File: src/rtl/vga_fb_arbiter.sv
// vga_fb_arbiter
// Shares one single-port synchronous framebuffer RAM between the display
// pixel fetch and a host access port, in the clk_vga domain. Display fetch
// wins whenever vga_video_on is high. Host accesses are issued only during
// blanking. Display latency is fixed at 3 cycles from vga_video_on to
// pixel_valid.
//
// Ports:
//   clk_vga, rst              pixel clock, synchronous active-high reset
//   vga_video_on, first_pixel timing from vga_sync
//   host_req/we/addr/wdata    host request, held until host_ack
//   host_ack, host_rvalid,    host handshake pulses and read data
//   host_rdata
//   mem_re/we/addr/wdata      registered memory command
//   mem_rdata                 memory read data, valid 1 cycle after mem_re
//   pixel_valid, pixel_data   display pixel output
//
// Optional feature macro: VGA_FB_SWAP_EN (double buffering). It adds the
// swap_req, swap_done and front_sel ports. It offsets display addresses by
// FB_DEPTH while front_sel = 1.
module vga_fb_arbiter #(
  parameter int AW       = 20,
  parameter int DW       = 12,
  parameter int FB_DEPTH = 307200
) (
  input  logic          clk_vga,
  input  logic          rst,
  input  logic          vga_video_on,
  input  logic          first_pixel,
  input  logic          host_req,
  input  logic          host_we,
  input  logic [AW-1:0] host_addr,
  input  logic [DW-1:0] host_wdata,
  output logic          host_ack,
  output logic          host_rvalid,
  output logic [DW-1:0] host_rdata,
  output logic          mem_re,
  output logic          mem_we,
  output logic [AW-1:0] mem_addr,
  output logic [DW-1:0] mem_wdata,
  input  logic [DW-1:0] mem_rdata,
`ifdef VGA_FB_SWAP_EN
  input  logic          swap_req,
  output logic          swap_done,
  output logic          front_sel,
`endif
  output logic          pixel_valid,
  output logic [DW-1:0] pixel_data
);

  // Grant tags. Host reads and writes are kept apart so that only reads
  // produce host_rvalid.
  localparam logic [1:0] TAG_NONE = 2'd0;
  localparam logic [1:0] TAG_DISP = 2'd1;
  localparam logic [1:0] TAG_HRD  = 2'd2;
  localparam logic [1:0] TAG_HWR  = 2'd3;

  logic [1:0]    w_grant;
  logic [1:0]    r_tag1;
  logic [1:0]    r_tag2;
  logic [AW-1:0] r_disp_addr;
  logic [AW-1:0] w_base;
  logic [AW-1:0] w_addr_next;
  logic [AW-1:0] w_disp_addr;

  // Grant decision. host_ack blocks a second grant of the same held request.
  always_comb begin
    w_grant = TAG_NONE;
    if (vga_video_on) begin
      w_grant = TAG_DISP;
    end else if (host_req && !host_ack) begin
      w_grant = host_we ? TAG_HWR : TAG_HRD;
    end else begin
      w_grant = TAG_NONE;
    end
  end

  // Linear display address: restarts at first_pixel, wraps by compare.
  always_comb begin
    w_base      = first_pixel ? {AW{1'b0}} : r_disp_addr;
    w_addr_next = (w_base == AW'(FB_DEPTH - 1)) ? {AW{1'b0}} : w_base + AW'(1);
  end

`ifdef VGA_FB_SWAP_EN
  logic r_front_sel;
  logic r_pending;
  logic w_front_eff;

  // The swap takes effect on the first_pixel cycle itself. The effective
  // front buffer is therefore formed combinationally, ahead of the register
  // update.
  always_comb begin
    w_front_eff = r_front_sel ^ (first_pixel & r_pending);
    w_disp_addr = w_front_eff ? (w_base + AW'(FB_DEPTH)) : w_base;
  end

  // Pending flag, front buffer select and swap_done pulse.
  // A swap_req seen on the swap cycle re-arms the flag for the next frame.
  always_ff @(posedge clk_vga) begin
    if (rst) begin
      r_front_sel <= 1'b0;
      r_pending   <= 1'b0;
      swap_done   <= 1'b0;
    end else if (first_pixel && r_pending) begin
      r_front_sel <= ~r_front_sel;
      r_pending   <= swap_req;
      swap_done   <= 1'b1;
    end else begin
      r_pending   <= r_pending | swap_req;
      swap_done   <= 1'b0;
    end
  end

  assign front_sel = r_front_sel;
`else
  assign w_disp_addr = w_base;
`endif

  // Memory command, display address counter, grant pipeline and read return.
  always_ff @(posedge clk_vga) begin
    if (rst) begin
      mem_re      <= 1'b0;
      mem_we      <= 1'b0;
      mem_addr    <= {AW{1'b0}};
      mem_wdata   <= {DW{1'b0}};
      host_ack    <= 1'b0;
      host_rvalid <= 1'b0;
      host_rdata  <= {DW{1'b0}};
      pixel_valid <= 1'b0;
      pixel_data  <= {DW{1'b0}};
      r_disp_addr <= {AW{1'b0}};
      r_tag1      <= TAG_NONE;
      r_tag2      <= TAG_NONE;
    end else begin
      case (w_grant)
        TAG_DISP: begin
          mem_re      <= 1'b1;
          mem_we      <= 1'b0;
          mem_addr    <= w_disp_addr;
          r_disp_addr <= w_addr_next;
        end
        TAG_HRD, TAG_HWR: begin
          mem_re    <= (w_grant == TAG_HRD);
          mem_we    <= (w_grant == TAG_HWR);
          mem_addr  <= host_addr;
          mem_wdata <= host_wdata;
        end
        default: begin
          // Address and data hold, so only the strobes drop.
          mem_re <= 1'b0;
          mem_we <= 1'b0;
        end
      endcase

      host_ack <= (w_grant == TAG_HRD) || (w_grant == TAG_HWR);
      r_tag1   <= w_grant;
      r_tag2   <= r_tag1;

      // r_tag2 lines up with the cycle in which mem_rdata is valid.
      pixel_valid <= (r_tag2 == TAG_DISP);
      host_rvalid <= (r_tag2 == TAG_HRD);
      if (r_tag2 == TAG_DISP) begin
        pixel_data <= mem_rdata;
      end
      if (r_tag2 == TAG_HRD) begin
        host_rdata <= mem_rdata;
      end
    end
  end

endmodule

File: config.mk
export PLATFORM = sky130hd
export DESIGN_NAME = vga_fb_arbiter
export DESIGN_NICKNAME = d
export VERILOG_FILES = /design/src/rtl/vga_fb_arbiter.sv
export SDC_FILE = /design/constraint.sdc
export NUM_CORES = 1
export LEC_CHECK = 0
export BUFFER_PORTS_ARGS = -buffer_cell sky130_fd_sc_hd__clkbuf_2
export CORE_UTILIZATION = 52
export DETAILED_ROUTE_END_ITERATION = 8
export PLACE_DENSITY_LB_ADDON = 0.25
export SKIP_CTS_REPAIR_TIMING = 1
export SLEW_MARGIN = 10
export SYNTH_ARGS = -nofsm -noshare
export SYNTH_HDL_FRONTEND = slang
export SYNTH_SLANG_ARGS = --single-unit
File: constraint.sdc
create_clock -name clk_vga -period 3.27 [get_ports clk_vga]
set_input_delay 0.8175 -clock clk_vga [delete_from_list [all_inputs] [get_ports clk_vga]]
set_output_delay 0.8175 -clock clk_vga [all_outputs]
set_load 0.01 [all_outputs]
Word level (Yosys, flattened, before mapping)
Cells that the tools add are included.
Widths: inputs -> output; s select.
- register bits: 85
- output and inout port bits: 61
- $add $sub $neg: 1
- eq/ne operators: 6
- muxes and demuxes: 7
- bitwise logic cells: 1
- reductions and logical operators: 6
- operator list (operator ; count):
    $mux 20 ; 2
    $pmux 20 s2 ; 1
    $add 20x1->20 const B ; 1
    $eq 20x19->1 const B ; 1
    $eq 2x2->1 const B ; 3
    $eq 2x1->1 const B ; 2
    $mux 2 ; 2
    $reduce_or 2->1 ; 2
    $pmux 1 s2 ; 1
    $reduce_bool 2->1 ; 1
    $logic_and 1x1->1 ; 1
    $logic_not 1->1 ; 1
    $logic_or 1x1->1 ; 1
    $mux 1 ; 1
    $not 1->1 ; 1

Logic depth before layout (Yosys ltp)
- depth in word-level cells: 8
- depth in mapped cells: 10

Worst setup path after synthesis
Ideal clock, no wire load.
- path kind: in2reg
- start: input port host_req
- end: register mem_addr[13]
- arrival time: 2466 ps
- data required time: 3142 ps
- slack: 677 ps
- cell stages on the path: 8
- buffers on the path: 4
- cell sequence: or3b_1 > buf_2 > buf_1 > ha_1 > clkbuf_1 > buf_1 > mux2i_1 > nor2_1
- word-level cells in the longest chain between the ends: 6
- ends and longest elaborated chain (item ; line ; text):
    start, declared ; 30 ; input logic host_req,
    $logic_and 1x1->1 (*) ; 71 ; end else if (host_req && !host_ack) begin
    $mux 2 (*) ; 71 ;
    $mux 2 (*) ; 69 ; if (vga_video_on) begin
    $eq 2x2->1 ; 135 ; case (w_grant)
    $reduce_or 2->1 ; 135 ;
    $pmux 20 s2 or $reduce_bool 2->1 (tied branches) ; - ;
    end signal, assigned ; 124 ; mem_addr <= {AW{1'b0}};
    end signal, assigned ; 139 ; mem_addr <= w_disp_addr;
    end signal, assigned ; 145 ; mem_addr <= host_addr;
    end, declared ; 39 ; output logic [AW-1:0] mem_addr,
Every way passes the cells marked *; elsewhere a longest branch is shown, timed or not.
A chain may end at the register's enable or synchronous reset.

Worst setup path in the final report
- start: input port first_pixel
- end: register r_disp_addr[16]
- word-level cells in the longest chain between the ends: 3
- ends and longest elaborated chain (item ; line ; text):
    start, declared ; 29 ; input logic first_pixel,
    $mux 20 (*) ; 80 ; w_base = first_pixel ? {AW{1'b0}} : r_disp_addr;
    $add 20x1->20 or $eq 20x19->1 (tied branches) ; 81 ; w_addr_next = (w_base == AW'(FB_DEPTH - 1)) ? {AW{1'b0}} : w_base + AW'(1);
    $mux 20 (*) ; 81 ;
    end signal, assigned ; 131 ; r_disp_addr <= {AW{1'b0}};
    end signal, assigned ; 140 ; r_disp_addr <= w_addr_next;
    end, declared ; 61 ; logic [AW-1:0] r_disp_addr;
Marked as above.

==> metrics.md <==
| Metric | Value |
|---|---|
| Clk root buf | `clkbuf_8` |
| Via count | `3713` |
| RSZ-0062 raised after global routing | `no` |
| # H-tree levels | `3` |
| Logic pwr share | `around 10%` |
| Hold depth | `1` |
| I/O pins | `between 100 and 150` |
| DRC | `0` |
| Final wirelength | `between 9000 and 10000 um` |
| Sequential fraction of the synthesis area | `44.5%` |
| Clock buffer depth | `2` |
| Initial Utilization | `roughly 55%` |
| Mapped Area | `about 3800 sq um` |
| Distinct cell type count after synthesis | `54` |
| Vias per std cell | `roughly 5.5` |
| CP Class | `input port to register` |
| Period minus WS final | `between 2 and 3 ns` |
| Max cap viols | `0` |
| Switching share of total power | `between 20 and 30%` |
| Part of the power in registers | `about half` |
| Leakage power | `1.89 nW` |
| TritonCTS Buffers | `9` |
| Util after Layout | `about two thirds` |
| EDFF count, synth | `0` |
| Ys Warns | `0` |
| Status | `completed` |
| Setup TNS | `0 ns` |
| Peak VDD IR | `~0.28 mV` |
| Number of global-route vias before repair | `roughly 3200` |
| HP Class | `register to register` |
| Drt first pass iters | `5` |
| Placer Congestion | `roughly 0.91` |
| Fin nets | `633` |
| Top_reg_cell synth | `dfxtp_1` |
| Required time of the critical path | `3.48 ns` |
| First-pass GRT wire length | `approximately 15000 um` |
| All-Layer GR Usage | `between 20% and 30%` |
| Final Cycle Share | `80.6%` |
| Worst-skew pair later-pin latency | `between 0.3 and 0.4 ns` |
| Mean post-synth cell area | `~7.9 sq um` |
| Total congestion overflow | `0` |
| Antenna fix cells | `0` |
| Syn_nets | `between 500 and 600` |
| Die height | `87.7 um` |
| CTS tree | `built` |
| Largest net degree at the start of global routing | `40` |
| Die area | `7690 sq um` |
| FMAX | `379 MHz` |
| P per Cell Area | `about 460 nW/um^2` |
| Startpoint Class | `input port` |
| Relative slew margins | `around two fifths` |
| Sw power | `between 0.5 and 0.6 mW` |
| Placeable core region | `between 6000 and 7000 sq um` |
| CP endpoint kind | `register` |
| Final Total Pwr | `between 2 and 2.5 mW` |
| Worst EP arrival | `2.84 ns` |
| Least-Margin Pin Slew | `about 0.91 ns` |
| CP max FO | `18` |
| Fin. Hold Viols | `0` |
| Clk pin slew, worst setup/hold paths | `around 0.080 ns` |
| Share of layout cells above drive strength 1 | `about a quarter` |
| Setup violators final | `0` |
| DRT iter0 DRCs | `250` |
| FF-to-FF path depth | `7` |
| HPWL Detailed | `6740 um` |
| Max Transition Viols Final | `0` |
| Post-synth ARST share | `0%` |
| Die X | `approximately 88 um` |
| IO buf count | `110` |
| CTS sink cnt | `85` |
| # rows | `30` |
| Clk pwr share | `roughly 39%` |
| Flop-to-flop setup slack | `between 0.9 and 1 ns` |
| Initial antenna violation count | `0` |
| Fin Clk Skew | `around 0.0090 ns` |
| #FFs+latches synth | `85` |
| WL per Instance | `around 14 um` |
| Area delta synth->final | `20.5%` |
| Cell-internal power | `about 1.6 mW` |
| Mapped Cells | `485` |
| Routed Antenna Nets | `0` |
-- flip-flops by register name, indices dropped and copies added (netlist names), 2 cells and up --
register     count
host_rdata      12
pixel_data      12
mem_wdata       12
r_tag2           2
r_tag1           2
mem_addr        20
r_disp_addr     20
-- power groups by stage --
stage	Sequential [mW]	Combinational, mW	Clock, mW
after floorplan	1.12	0.120	0
after global placement	1.11	0.213	0
after detailed placement	1.11	0.218	0
after CTS	1.08	0.219	0.828
after global routing	1.09	0.243	0.869
final	1.08	0.219	0.817
-- worst max-delay path, cell delays in order --
cell	delay, ns
clkbuf_2	0.21
nor2b_1	0.30
ha_1	0.31
nand3b_1	0.19
nor4_1	0.59
nand4_1	0.18
mux2i_1	0.18
nor2_1	0.05
-- cell families after synthesis --
kind of cell / synth area share, %
fa+ha+maj: 1.31
simple gates: 31.2
compound gates: 14.1
xor+xnor: 0.229
flops: 44.5
buf+inv: 5.24
mux: 3.44
-- routing by layer --
metal,share of wire [%],routed length [um],GRT usage (%)
met1,45,4360,35.3
met3,8.3,797,5.09
met4,1.2,116,9.09
met2,45,4330,38.1
met5,0,0,0
-- placed cells by master (no fill, tap or decap), drive strengths merged, types with 3 or more instances in the layout --
| cell type | n |
|---|---|
| a211oi | 4 |
| a21oi | 68 |
| a22oi | 3 |
| a31oi | 3 |
| and2b | 3 |
| and3 | 3 |
| buf | 8 |
| clkbuf | 119 |
| dfxtp | 85 |
| ha | 4 |
| inv | 11 |
| mux2i | 12 |
| nand2 | 107 |
| nand2b | 10 |
| nand3 | 7 |
| nand3b | 11 |
| nand4 | 8 |
| nand4b | 3 |
| nor2 | 41 |
| nor2b | 13 |
| nor3 | 11 |
| nor4 | 8 |
| o21ai | 15 |
| or3 | 4 |
-- cells in the mapped netlist (all sizes together) (7+ instances only) --
| cell | number | area share, % |
|---|---|---|
| a21oi | 68 | 8.9 |
| buf | 11 | 1.6 |
| clkbuf | 24 | 2.7 |
| dfxtp | 85 | 45 |
| inv | 9 | 0.88 |
| mux2i | 12 | 3.1 |
| nand2 | 107 | 11 |
| nand2b | 10 | 1.6 |
| nand3 | 7 | 0.92 |
| nand3b | 11 | 2.2 |
| nand4 | 8 | 1.5 |
| nor2 | 41 | 4.0 |
| nor2b | 13 | 2.1 |
| nor3 | 11 | 1.4 |
| nor4 | 8 | 1.8 |
| o21ai | 15 | 2.0 |
-- metrics by stage --
step / hold WS [ns] / std cells / cell area [sq um] / worst slack (ns)
after detailed placement: 0.420 / 664 / 4380 / 0.362
after global routing: 0.456 / 679 / 4600 / 0.416
after floorplan: 0.414 / 485 / 3820 / 0.677
after global placement: 0.418 / 664 / 4380 / 0.368
after CTS: 0.440 / 679 / 4600 / 0.723
final: 0.438 / 679 / 4600 / 0.634
-- layout make-up --
class | instances | area, sq um
Fill cell | 576 | 2340
Inverter | 9 | 33.8
Clock buffer | 9 | 124
Sequential cell | 85 | 1700
Tap cell | 96 | 120
Timing Repair Buffer | 118 | 611
Multi-Input combinational cell | 356 | 1920
Clock inverter | 6 | 93.8
-- path summary, 6_finish.rpt --
| path | from | to |
|---|---|---|
| max | first_pixel | r_disp_addr[16]$_SDFFE_PP0N_ |
| min | r_tag1[0]$_SDFF_PP0_ | r_tag2[0]$_SDFF_PP0_ |
| max reg2reg | r_disp_addr[0]$_SDFFE_PP0N_ | r_disp_addr[16]$_SDFFE_PP0N_ |
| min reg2reg | r_tag1[0]$_SDFF_PP0_ | r_tag2[0]$_SDFF_PP0_ |
Power figures use the tool's default switching activity.
